### config.mk
export PLATFORM = sky130hd
export DESIGN_NAME = rom_loader_flat
export DESIGN_NICKNAME = d
export VERILOG_FILES = /design/src/rtl/rom_loader_if.sv /design/src/rtl/rom_loader.sv /design/src/flat_wrapper.sv
export SDC_FILE = /design/constraint.sdc
export NUM_CORES = 1
export LEC_CHECK = 0
export ABC_CLOCK_PERIOD_IN_PS = 1700
export BUFFER_PORTS_ARGS = -buffer_cell sky130_fd_sc_hd__buf_4
export CORE_MARGIN = 10
export CORE_UTILIZATION = 48
export CTS_CLUSTER_SIZE = 10
export DETAILED_ROUTE_END_ITERATION = 7
export PLACE_DENSITY = 0.76
export SKIP_CTS_REPAIR_TIMING = 1
export SYNTH_ARGS = -nofsm -noshare
export SYNTH_HDL_FRONTEND = slang
export SYNTH_SLANG_ARGS = --single-unit
### constraint.sdc
create_clock -name clk_sys -period 1.7 [get_ports clk_sys]
set_input_delay 0.255 -clock clk_sys [delete_from_list [all_inputs] [get_ports clk_sys]]
set_output_delay 0.255 -clock clk_sys [all_outputs]
set_load 0.01 [all_outputs]
### src/rtl/rom_loader_if.sv
// HPS download port plus ROM write port of the program-ROM loader.
interface rom_loader_if;
  logic        ioctl_download;
  logic        ioctl_wr;
  logic [7:0]  ioctl_index;
  logic [24:0] ioctl_addr;
  logic [7:0]  ioctl_dout;
  logic        rom_we;
  logic [12:0] rom_addr;
  logic [15:0] rom_data;

  modport master (
    output ioctl_download, ioctl_wr, ioctl_index, ioctl_addr, ioctl_dout,
    input  rom_we, rom_addr, rom_data
  );

  modport slave (
    input  ioctl_download, ioctl_wr, ioctl_index, ioctl_addr, ioctl_dout,
    output rom_we, rom_addr, rom_data
  );
endinterface

### src/rtl/rom_loader.sv
// Packs HPS download bytes into big-endian 16-bit words for the CPU program ROM.
// ROM_LOADER_CHECKSUM_EN adds a running 16-bit sum of written words.
module rom_loader #(
  parameter int unsigned ROM_INDEX = 0,
  parameter int unsigned ROM_WORDS = 8192
) (
  input  logic        clk_sys,
  input  logic        reset,
  rom_loader_if.slave bus,
  output logic        cpu_hold,
  output logic        load_done,
  output logic        load_err
`ifdef ROM_LOADER_CHECKSUM_EN
  ,
  output logic [15:0] checksum
`endif
);

  typedef enum logic [1:0] {S_IDLE, S_LOAD, S_FLUSH, S_DONE} state_t;

  state_t      state, state_nx;
  logic        idx_hit, sel, byte_ok, in_range, enter_load;
  logic [7:0]  hi_q, hi_nx;
  logic [12:0] waddr_q, waddr_nx;
  logic        pend_q, pend_nx;
  logic        we_nx, err_nx;
  logic [12:0] addr_nx;
  logic [15:0] data_nx;

  assign idx_hit   = ({24'd0, bus.ioctl_index} == ROM_INDEX);
  assign sel       = bus.ioctl_download && idx_hit;
  assign byte_ok   = bus.ioctl_wr && idx_hit;
  assign in_range  = ({7'd0, bus.ioctl_addr} < (2 * ROM_WORDS));
  assign cpu_hold  = (state != S_DONE);
  assign load_done = (state == S_DONE);

  always_comb begin
    state_nx   = state;
    hi_nx      = hi_q;
    waddr_nx   = waddr_q;
    pend_nx    = pend_q;
    we_nx      = 1'b0;
    addr_nx    = bus.rom_addr;
    data_nx    = bus.rom_data;
    err_nx     = load_err;
    enter_load = 1'b0;
    case (state)
      S_IDLE, S_DONE: begin
        if (sel) begin
          state_nx   = S_LOAD;
          enter_load = 1'b1;
          hi_nx      = '0;
          pend_nx    = 1'b0;
          err_nx     = 1'b0;
        end
      end
      S_LOAD: begin
        if (byte_ok) begin
          if (!in_range) begin
            err_nx = 1'b1;
          end else if (!bus.ioctl_addr[0]) begin
            hi_nx    = bus.ioctl_dout;
            waddr_nx = bus.ioctl_addr[13:1];
            pend_nx  = 1'b1;
          end else begin
            we_nx   = 1'b1;
            addr_nx = bus.ioctl_addr[13:1];
            data_nx = {(pend_q && waddr_q == bus.ioctl_addr[13:1]) ? hi_q : 8'h00,
                       bus.ioctl_dout};
            pend_nx = 1'b0;
          end
        end
        // The flush word is issued on the LOAD->FLUSH edge so its strobe lands
        // in FLUSH; it folds in an even byte arriving on the falling cycle.
        if (!bus.ioctl_download) begin
          state_nx = S_FLUSH;
          if (pend_nx) begin
            we_nx   = 1'b1;
            addr_nx = waddr_nx;
            data_nx = {hi_nx, 8'h00};
            pend_nx = 1'b0;
          end
        end
      end
      S_FLUSH: state_nx = S_DONE;
      default: state_nx = S_IDLE;
    endcase
  end

  always_ff @(posedge clk_sys) begin
    if (reset) begin
      state        <= S_IDLE;
      hi_q         <= '0;
      waddr_q      <= '0;
      pend_q       <= 1'b0;
      load_err     <= 1'b0;
      bus.rom_we   <= 1'b0;
      bus.rom_addr <= '0;
      bus.rom_data <= '0;
`ifdef ROM_LOADER_CHECKSUM_EN
      checksum     <= '0;
`endif
    end else begin
      state        <= state_nx;
      hi_q         <= hi_nx;
      waddr_q      <= waddr_nx;
      pend_q       <= pend_nx;
      load_err     <= err_nx;
      bus.rom_we   <= we_nx;
      bus.rom_addr <= addr_nx;
      bus.rom_data <= data_nx;
`ifdef ROM_LOADER_CHECKSUM_EN
      if (enter_load)
        checksum <= '0;
      else if (we_nx)
        checksum <= checksum + data_nx;
`endif
    end
  end

endmodule

### src/flat_wrapper.sv
// flat-port wrapper written by rule: the top's interface ports become plain ports
module rom_loader_flat 
#(
  parameter int unsigned ROM_INDEX = 0,
  parameter int unsigned ROM_WORDS = 8192
)
  (clk_sys, reset, cpu_hold, load_done, load_err, bus_ioctl_download, bus_ioctl_wr, bus_ioctl_index, bus_ioctl_addr, bus_ioctl_dout, bus_rom_we, bus_rom_addr, bus_rom_data);
  rom_loader_if bus_i ();
  input  logic clk_sys;
  input  logic reset;
  output logic cpu_hold;
  output logic load_done;
  output logic load_err;
  input wire logic [$bits(bus_i.ioctl_download)-1:0] bus_ioctl_download;
  input wire logic [$bits(bus_i.ioctl_wr)-1:0] bus_ioctl_wr;
  input wire logic [$bits(bus_i.ioctl_index)-1:0] bus_ioctl_index;
  input wire logic [$bits(bus_i.ioctl_addr)-1:0] bus_ioctl_addr;
  input wire logic [$bits(bus_i.ioctl_dout)-1:0] bus_ioctl_dout;
  output wire logic [$bits(bus_i.rom_we)-1:0] bus_rom_we;
  output wire logic [$bits(bus_i.rom_addr)-1:0] bus_rom_addr;
  output wire logic [$bits(bus_i.rom_data)-1:0] bus_rom_data;
  assign bus_i.ioctl_download = bus_ioctl_download;
  assign bus_i.ioctl_wr = bus_ioctl_wr;
  assign bus_i.ioctl_index = bus_ioctl_index;
  assign bus_i.ioctl_addr = bus_ioctl_addr;
  assign bus_i.ioctl_dout = bus_ioctl_dout;
  assign bus_rom_we = bus_i.rom_we;
  assign bus_rom_addr = bus_i.rom_addr;
  assign bus_rom_data = bus_i.rom_data;
  rom_loader #(.ROM_INDEX(ROM_INDEX), .ROM_WORDS(ROM_WORDS)) u_core (.clk_sys(clk_sys), .reset(reset), .bus(bus_i), .cpu_hold(cpu_hold), .load_done(load_done), .load_err(load_err));
endmodule
==> results of run 1 <==
## final timing paths
check,start,end,depth (start not counted)
hold reg to reg,u_core.load_err,u_core.load_err,2
setup / recovery,bus_ioctl_index[6],u_core.bus.rom_data[14],7
setup reg to reg,u_core.state[1],u_core.hi_q[7],6
hold / removal,bus_ioctl_dout[2],u_core.hi_q[2],2
## cell families (layout without fill, tap and decap cells)
| family | Yosys count | in the layout |
|---|---|---|
| fa+ha+maj | 3 | 3 |
| buf+inv | 49 | 139 |
| simple gates | 98 | 98 |
| flops | 55 | 55 |
| compound gates | 121 | 121 |
| xor+xnor | 13 | 13 |
| mux | 4 | 4 |
## placed cells by master (no fill, tap or decap), types with 6 or more instances in the layout
cell type  instances
o2bb2ai_1         20
dfxtp_2            7
a22o_1            16
a21oi_1           10
o31ai_1           14
buf_4            107
inv_1             14
a211oi_1          11
a311o_1           10
a311oi_1          11
dfxtp_1           47
a21oi_2            6
nand4_1           15
xnor2_1            9
nor4_1             7
o21a_1             7
nand2_1           10
nor2_1            36
## final cells by class
cell class                      instances  area [µm²]
Sequential cell                        55        1110
Fill cell                             508        2020
Clock inverter                          2        37.5
Tap cell                               77        96.3
Inverter                               16        60.1
Clock buffer                            5        68.8
Timing Repair Buffer                  116         948
Multi-Input combinational cell        239        1970
## power groups by stage
stage | combinational (W) | clock (W) | sequential (W)
floorplan | 0.00104 | 0 | 0.00174
global placement | 0.00164 | 0 | 0.00171
detailed placement | 0.00167 | 0 | 0.00173
CTS | 0.00168 | 0.000878 | 0.00170
global route | 0.00199 | 0.000930 | 0.00175
finish | 0.00179 | 0.000870 | 0.00172
## cells in the mapped netlist, types with 7 or more instances
| library cell | instances |
|---|---|
| a311oi_1 | 11 |
| nand4_1 | 15 |
| nor2_1 | 37 |
| nand2_1 | 13 |
| inv_1 | 15 |
| o2bb2ai_1 | 20 |
| a311o_1 | 10 |
| a21oi_1 | 17 |
| o21a_1 | 7 |
| clkbuf_1 | 23 |
| dfxtp_1 | 55 |
| a211oi_1 | 11 |
| a22o_1 | 16 |
| xnor2_1 | 13 |
| nor4_1 | 7 |
| o31ai_1 | 14 |
## registers in the layout, indices dropped and copies added, names as in the netlist
name                 flops
u_core.state             2
u_core.bus.rom_data     16
u_core.bus.rom_we        1
u_core.bus.rom_addr     13
u_core.hi_q              8
u_core.load_err          1
u_core.pend_q            1
u_core.waddr_q          13
## routing by layer
layer  GRT usage (%)  vias to the layer above
met1            21.6                     1506
li1                -                     1502
met2            29.6                       99
met4            5.33                        0
met5               0                        -
met3            5.77                       12
## per-stage QoR
step	setup TNS [ns]	power, W	worst slack, ns
global placement	-8.35	0.00335	-0.219
finish	0	0.00438	0.0572
CTS	-0.529	0.00426	-0.117
floorplan	-0.0253	0.00279	-0.0253
detailed placement	-9.82	0.00340	-0.329
global route	-0.405	0.00467	-0.0804
==> results.py, run 1 <==
metrics = {
    "sta": {
        "period_share_pct": 96.6,
        "setup_viol": 0,
        "hold_viol_final": 0,
        "fmax_mhz": 609,
        "period_needed_ns": 1.64,
        "slew_viol_final": 0,
        "skew_ns": 0.00824,
        "maxSlewHeadroom_pct": 74.3,
        "tightestPinTransition_ns": 0.385,
        "rsz0062_at_grt": "true",
        "hold-worst-slack_ns": 0.172,
    },
    "pwr": {
        "max-vdd-ir-drop_mv": 0.591,
        "clkPwrFrac_pct": 19.8,
        "p_leak_nw": 1.53,
        "power_density_nw_per_um2": 1020,
        "sequentialPowerShare_pct": 39.3,
        "swShare_pct": 37.0,
        "p_int_w": 0.00276,
        "power_switching_w": 0.00162,
        "comb_power_share_pct": 40.9,
    },
    "place": {
        "place_area_um2": 3970,
        "hpwlAfterDp_um": 6870,
        "dp.cells": 498,
        "gp_congestion": 0.834,
        "port_buffers": 77,
    },
    "drt": {
        "drt-initial-drc-count": 185,
        "vias": 3119,
        "viasPerCell": 6.12,
        "routed_wl_um": 9500,
        "drtAntennaViolNets": 0,
        "drc_errors": 0,
        "top_layer": "met4",
        "routedWlPerCell_um": 18.6,
        "wl_met3_um": 716,
        "drt-met1-wl_um": 3940,
        "wl_met2_um": 4750,
        "firstDrtPassIters": 5,
    },
    "critical_path": {
        "crit_required_ns": 1.91,
        "critical_path_arrival_ns": 1.85,
        "max_stage_delay_ns": 0.36,
        "crit_path_end_kind": "register",
        "crit_fanout": 8,
        "start_kind": "primary input",
        "path_buf_inv": 2,
        "worstSetupPathType": "primary input to register",
        "rrSetupSlack_ns": 0.07,
        "path_delay_family": "compound AO/OA/AOI/OAI gates",
        "path_cells": "buf_4 -> nor4_4 -> nand3_4 -> o31ai_4 -> buf_6 -> a21oi_2 -> a2111oi_2",
        "crit_slowest_cell": "nor4_4",
    },
    "synthesis": {
        "synth_top_family_by_area": "compound AO/OA/AOI/OAI gates",
        "synth-adder-area-share_pct": 1.21,
        "ys_seq_elements": 55,
        "synth-main-ff-cell": "dfxtp_1",
        "synth_top_cell_by_area": "dfxtp_1",
        "syn_inst": 343,
        "synth_warnings": 0,
        "yosys.area_share.simple_pct": 18.8,
        "synth_edf_count": 0,
        "synthXorXnorAreaFrac_pct": 3.67,
        "syn_area_per_cell_um2": 9.04,
        "yosys.area.top_type_share_pct": 35.5,
        "ys_seq_area_share_pct": 35.5,
        "synthMuxAreaShare_pct": 1.29,
        "ys_types": 44,
        "synth_compound_area_share_pct": 32.5,
        "syn-cell-area_um2": 3100,
        "synthArstFlopShare_pct": 0,
        "synth_fp_nets": 391,
        "yosys-top-cells-area": "dfxtp_1 36%, o2bb2ai_1 5.7%, a22o_1 4.5%, nor2_1 4.5%, xnor2_1 3.7%",
    },
    "clock_tree": {
        "clock-root-buffer": "clkbuf_8",
        "cts.sinks": 55,
        "htreeDepth": 2,
        "clock_path_buffers": 2,
        "cts.reportedPaths.clkPinSlew_ns": 0.09,
        "clk_latency_ns": 0.31,
        "cts_tree": "yes",
        "cts_made_buffers": 5,
    },
    "final_layout": {
        "stdcell_count": 510,
        "area_delta_synth_final_pct": 38.4,
        "antenna_cells": 0,
        "final_area_um2": 4290,
        "layout.nets": 481,
        "fin_util_pct": 68.0,
        "drive_gt1_share_pct": 39.7,
    },
    "floorplan": {
        "die_area_um2": 10100,
        "pin_count": 78,
        "coreArea_um2": 6310,
        "start_util_pct": 49.1,
        "die_w_um": 100,
        "core.rowCount": 29,
        "fp.dieH_um": 100,
    },
    "global_route": {
        "antenna_found_initial": 0,
        "grt-ovfl-total": 0,
        "grt_pass1_wl_um": 15200,
        "grtUsageTotal_pct": 17.9,
        "grt_pass1_vias": 3130,
        "grt_max_degree": 40,
    },
    "status": {
        "outcome": "finished clean",
    },
    "run": {
        "maxCapViolations": 0,
    },
    "worst_hold_path": {
        "hp-class": "primary input to register",
    },
}
Power figures use the tool's default switching activity.
==> run 2: changes to the inputs <==
--- a/config.mk
+++ b/config.mk
@@ -6,12 +6,13 @@
 export NUM_CORES = 1
 export LEC_CHECK = 0
 export ABC_CLOCK_PERIOD_IN_PS = 1700
-export BUFFER_PORTS_ARGS = -buffer_cell sky130_fd_sc_hd__buf_4
+export CAP_MARGIN = 5
 export CORE_MARGIN = 10
-export CORE_UTILIZATION = 48
+export CORE_UTILIZATION = 57
 export CTS_CLUSTER_SIZE = 10
 export DETAILED_ROUTE_END_ITERATION = 7
-export PLACE_DENSITY = 0.76
+export DONT_BUFFER_PORTS = 1
+export PLACE_DENSITY = 0.75
 export SKIP_CTS_REPAIR_TIMING = 1
 export SYNTH_ARGS = -nofsm -noshare
 export SYNTH_HDL_FRONTEND = slang
==> results.py, run 2 (same netlist as run 1, synthesis figures left out) <==
metrics = {
    "sta": {
        "period_share_pct": 97.7,
        "hold_viol_final": 3,
        "skew_ns": 0.00702,
        "setup_viol": 0,
        "period_needed_ns": 1.66,
        "slew_viol_final": 0,
        "tightestPinTransition_ns": 0.405,
        "hold-worst-slack_ns": -0.0146,
        "maxSlewHeadroom_pct": 73.0,
        "fmax_mhz": 602,
        "setup_ws_ns": 0.0397,
        "rsz0062_at_grt": "true",
    },
    "critical_path": {
        "critical_path_arrival_ns": 1.88,
        "start_kind": "register",
        "rrSetupSlack_ns": 0.04,
        "timing.rr.end": "u_core.bus.rom_data[11]",
        "reg2reg_from": "u_core.waddr_q[8]",
        "crit_path_end_kind": "register",
        "crit_required_ns": 1.92,
        "crit_fanout": 8,
        "rr_worst_depth": 6,
        "worstSetupPathType": "register to register",
    },
    "clock_tree": {
        "clock-root-buffer": "clkbuf_8",
        "cts_made_buffers": 5,
        "clock_path_buffers": 2,
        "cts.reportedPaths.clkPinSlew_ns": 0.10,
        "clk_latency_ns": 0.32,
        "cts_tree": "yes",
        "cts.sinks": 55,
        "htreeDepth": 2,
    },
    "worst_hold_path": {
        "hold_start": "reset",
        "hp-class": "primary input to register",
        "min_to": "u_core.waddr_q[12]",
        "hold_depth": 1,
    },
    "global_route": {
        "grt_max_degree": 66,
        "grt-ovfl-total": 0,
        "grt_pass1_wl_um": 14600,
        "antenna_found_initial": 0,
        "grtUsageTotal_pct": 20.2,
        "grt_pass1_vias": 2836,
    },
    "final_layout": {
        "layout_common_cells": "43 x dfxtp_1, 37 x nor2_1, 33 x buf_4, 20 x o2bb2ai_1, 16 x a22o_1",
        "seq_area_um2": 1120,
        "stdcell_count": 426,
        "drive_gt1_share_pct": 27.0,
        "area_delta_synth_final_pct": 20.3,
        "final_common_cell": "dfxtp_1",
        "largest_reg_flops": 16,
        "top_regs": "u_core.bus.rom_data x16, u_core.bus.rom_addr x13, u_core.waddr_q x13",
        "fillCellCount": 392,
        "layout.nets": 403,
        "multi_input_area_um2": 1980,
        "largest-register": "u_core.bus.rom_data",
        "antenna_cells": 0,
    },
    "drt": {
        "wl_met2_um": 4430,
        "routedWlPerCell_um": 21.4,
        "drc_errors": 0,
        "wl_met3_um": 865,
        "top_layer": "met4",
        "drt-met1-wl_um": 3600,
        "viasPerCell": 6.82,
        "routed_wl_um": 9120,
        "drtAntennaViolNets": 0,
        "vias": 2905,
        "drt-initial-drc-count": 242,
        "firstDrtPassIters": 4,
    },
    "place": {
        "dp.cells": 419,
        "gp_congestion": 0.850,
        "hpwlAfterDp_um": 6390,
        "port_buffers": 0,
        "dp_slack_ns": -0.152,
    },
    "status": {
        "violations": "negative hold slack",
        "outcome": "complete, but fails checks",
    },
    "pwr": {
        "power_density_nw_per_um2": 1150,
        "max-vdd-ir-drop_mv": 0.725,
        "p_leak_nw": 1.15,
    },
    "floorplan": {
        "start_util_pct": 59.5,
        "die_area_um2": 8790,
        "coreArea_um2": 5200,
        "die_w_um": 93.7,
        "core.rowCount": 26,
        "pin_count": 78,
        "fp.dieH_um": 93.7,
    },
    "run": {
        "maxCapViolations": 0,
    },
}
[run 2: changes by cell type in the layout (fill, tap and decap cells not counted), moves of 4 or more]
| cell | change |
|---|---|
| a21oi_2 | -5 |
| a21oi_1 | +5 |
| buf_6 | -4 |
| dfxtp_2 | +4 |
| dfxtp_1 | -4 |
| buf_4 | -74 |
[run 2: cell type report]
| class | count | area share (%) |
|---|---|---|
| repair buffers | 38 | 9.33 |
| clock inverters | 3 | 1.81 |
| inverters | 16 | 1.61 |
| flip-flops and latches | 55 | 30.0 |
| well taps | 70 | 2.35 |
| clock buffers | 5 | 1.85 |
| multi-input cells | 239 | 53.1 |
[run 2: where the power goes]
group	internal, W	leakage, nW	switching, W
clock network	0.000588	0.0644	0.000462
logic	0.000633	0.633	0.000808
registers	0.00153	0.451	0.000279
[run 2: layer usage]
metal | GRT usage (%) | vias to the layer above
met1 | 25.4 | 1400
met2 | 31.3 | 132
met5 | 0 | -
met4 | 6.71 | 0
li1 | - | 1353
met3 | 7.03 | 20
[run 2: per-stage QoR]
step / power, W / utilization, % / cell area, µm² / setup TNS (ns) / hold slack, ns
after floorplan: 0.00279 / - / 3140 / -0.0253 / 0.381
after global placement: 0.00305 / 65.6 / 3420 / -1.93 / 0.332
after detailed placement: 0.00310 / 65.6 / 3420 / -3.79 / 0.333
after CTS: 0.00414 / 68.3 / 3550 / -0.709 / -0.00787
after global routing: 0.00455 / 71.7 / 3730 / -0.0643 / -0.0234
final: 0.00430 / 71.7 / 3730 / 0 / -0.0146
[run 2: how the worst max path moves through the flow]
stage | start | endpoint | slack, ns
CTS | u_core.waddr_q[12] | u_core.bus.rom_data[14] | -0.17
global route | u_core.waddr_q[8] | u_core.bus.rom_data[11] | -0.04
finish | u_core.waddr_q[8] | u_core.bus.rom_data[11] | 0.04
detailed placement | u_core.waddr_q[12] | u_core.bus.rom_data[14] | -0.15
global placement | bus_ioctl_addr[21] | u_core.bus.rom_data[13] | -0.10
floorplan | bus_ioctl_index[6] | u_core.bus.rom_data[10] | -0.03
[run 2: critical path, stage by stage (launching register included)]
cell	delay (ns)
dfxtp_2	0.34
xnor2_1	0.17
nand4_1	0.13
nor4_2	0.29
buf_4	0.23
nand2_1	0.09
a2111oi_2	0.31
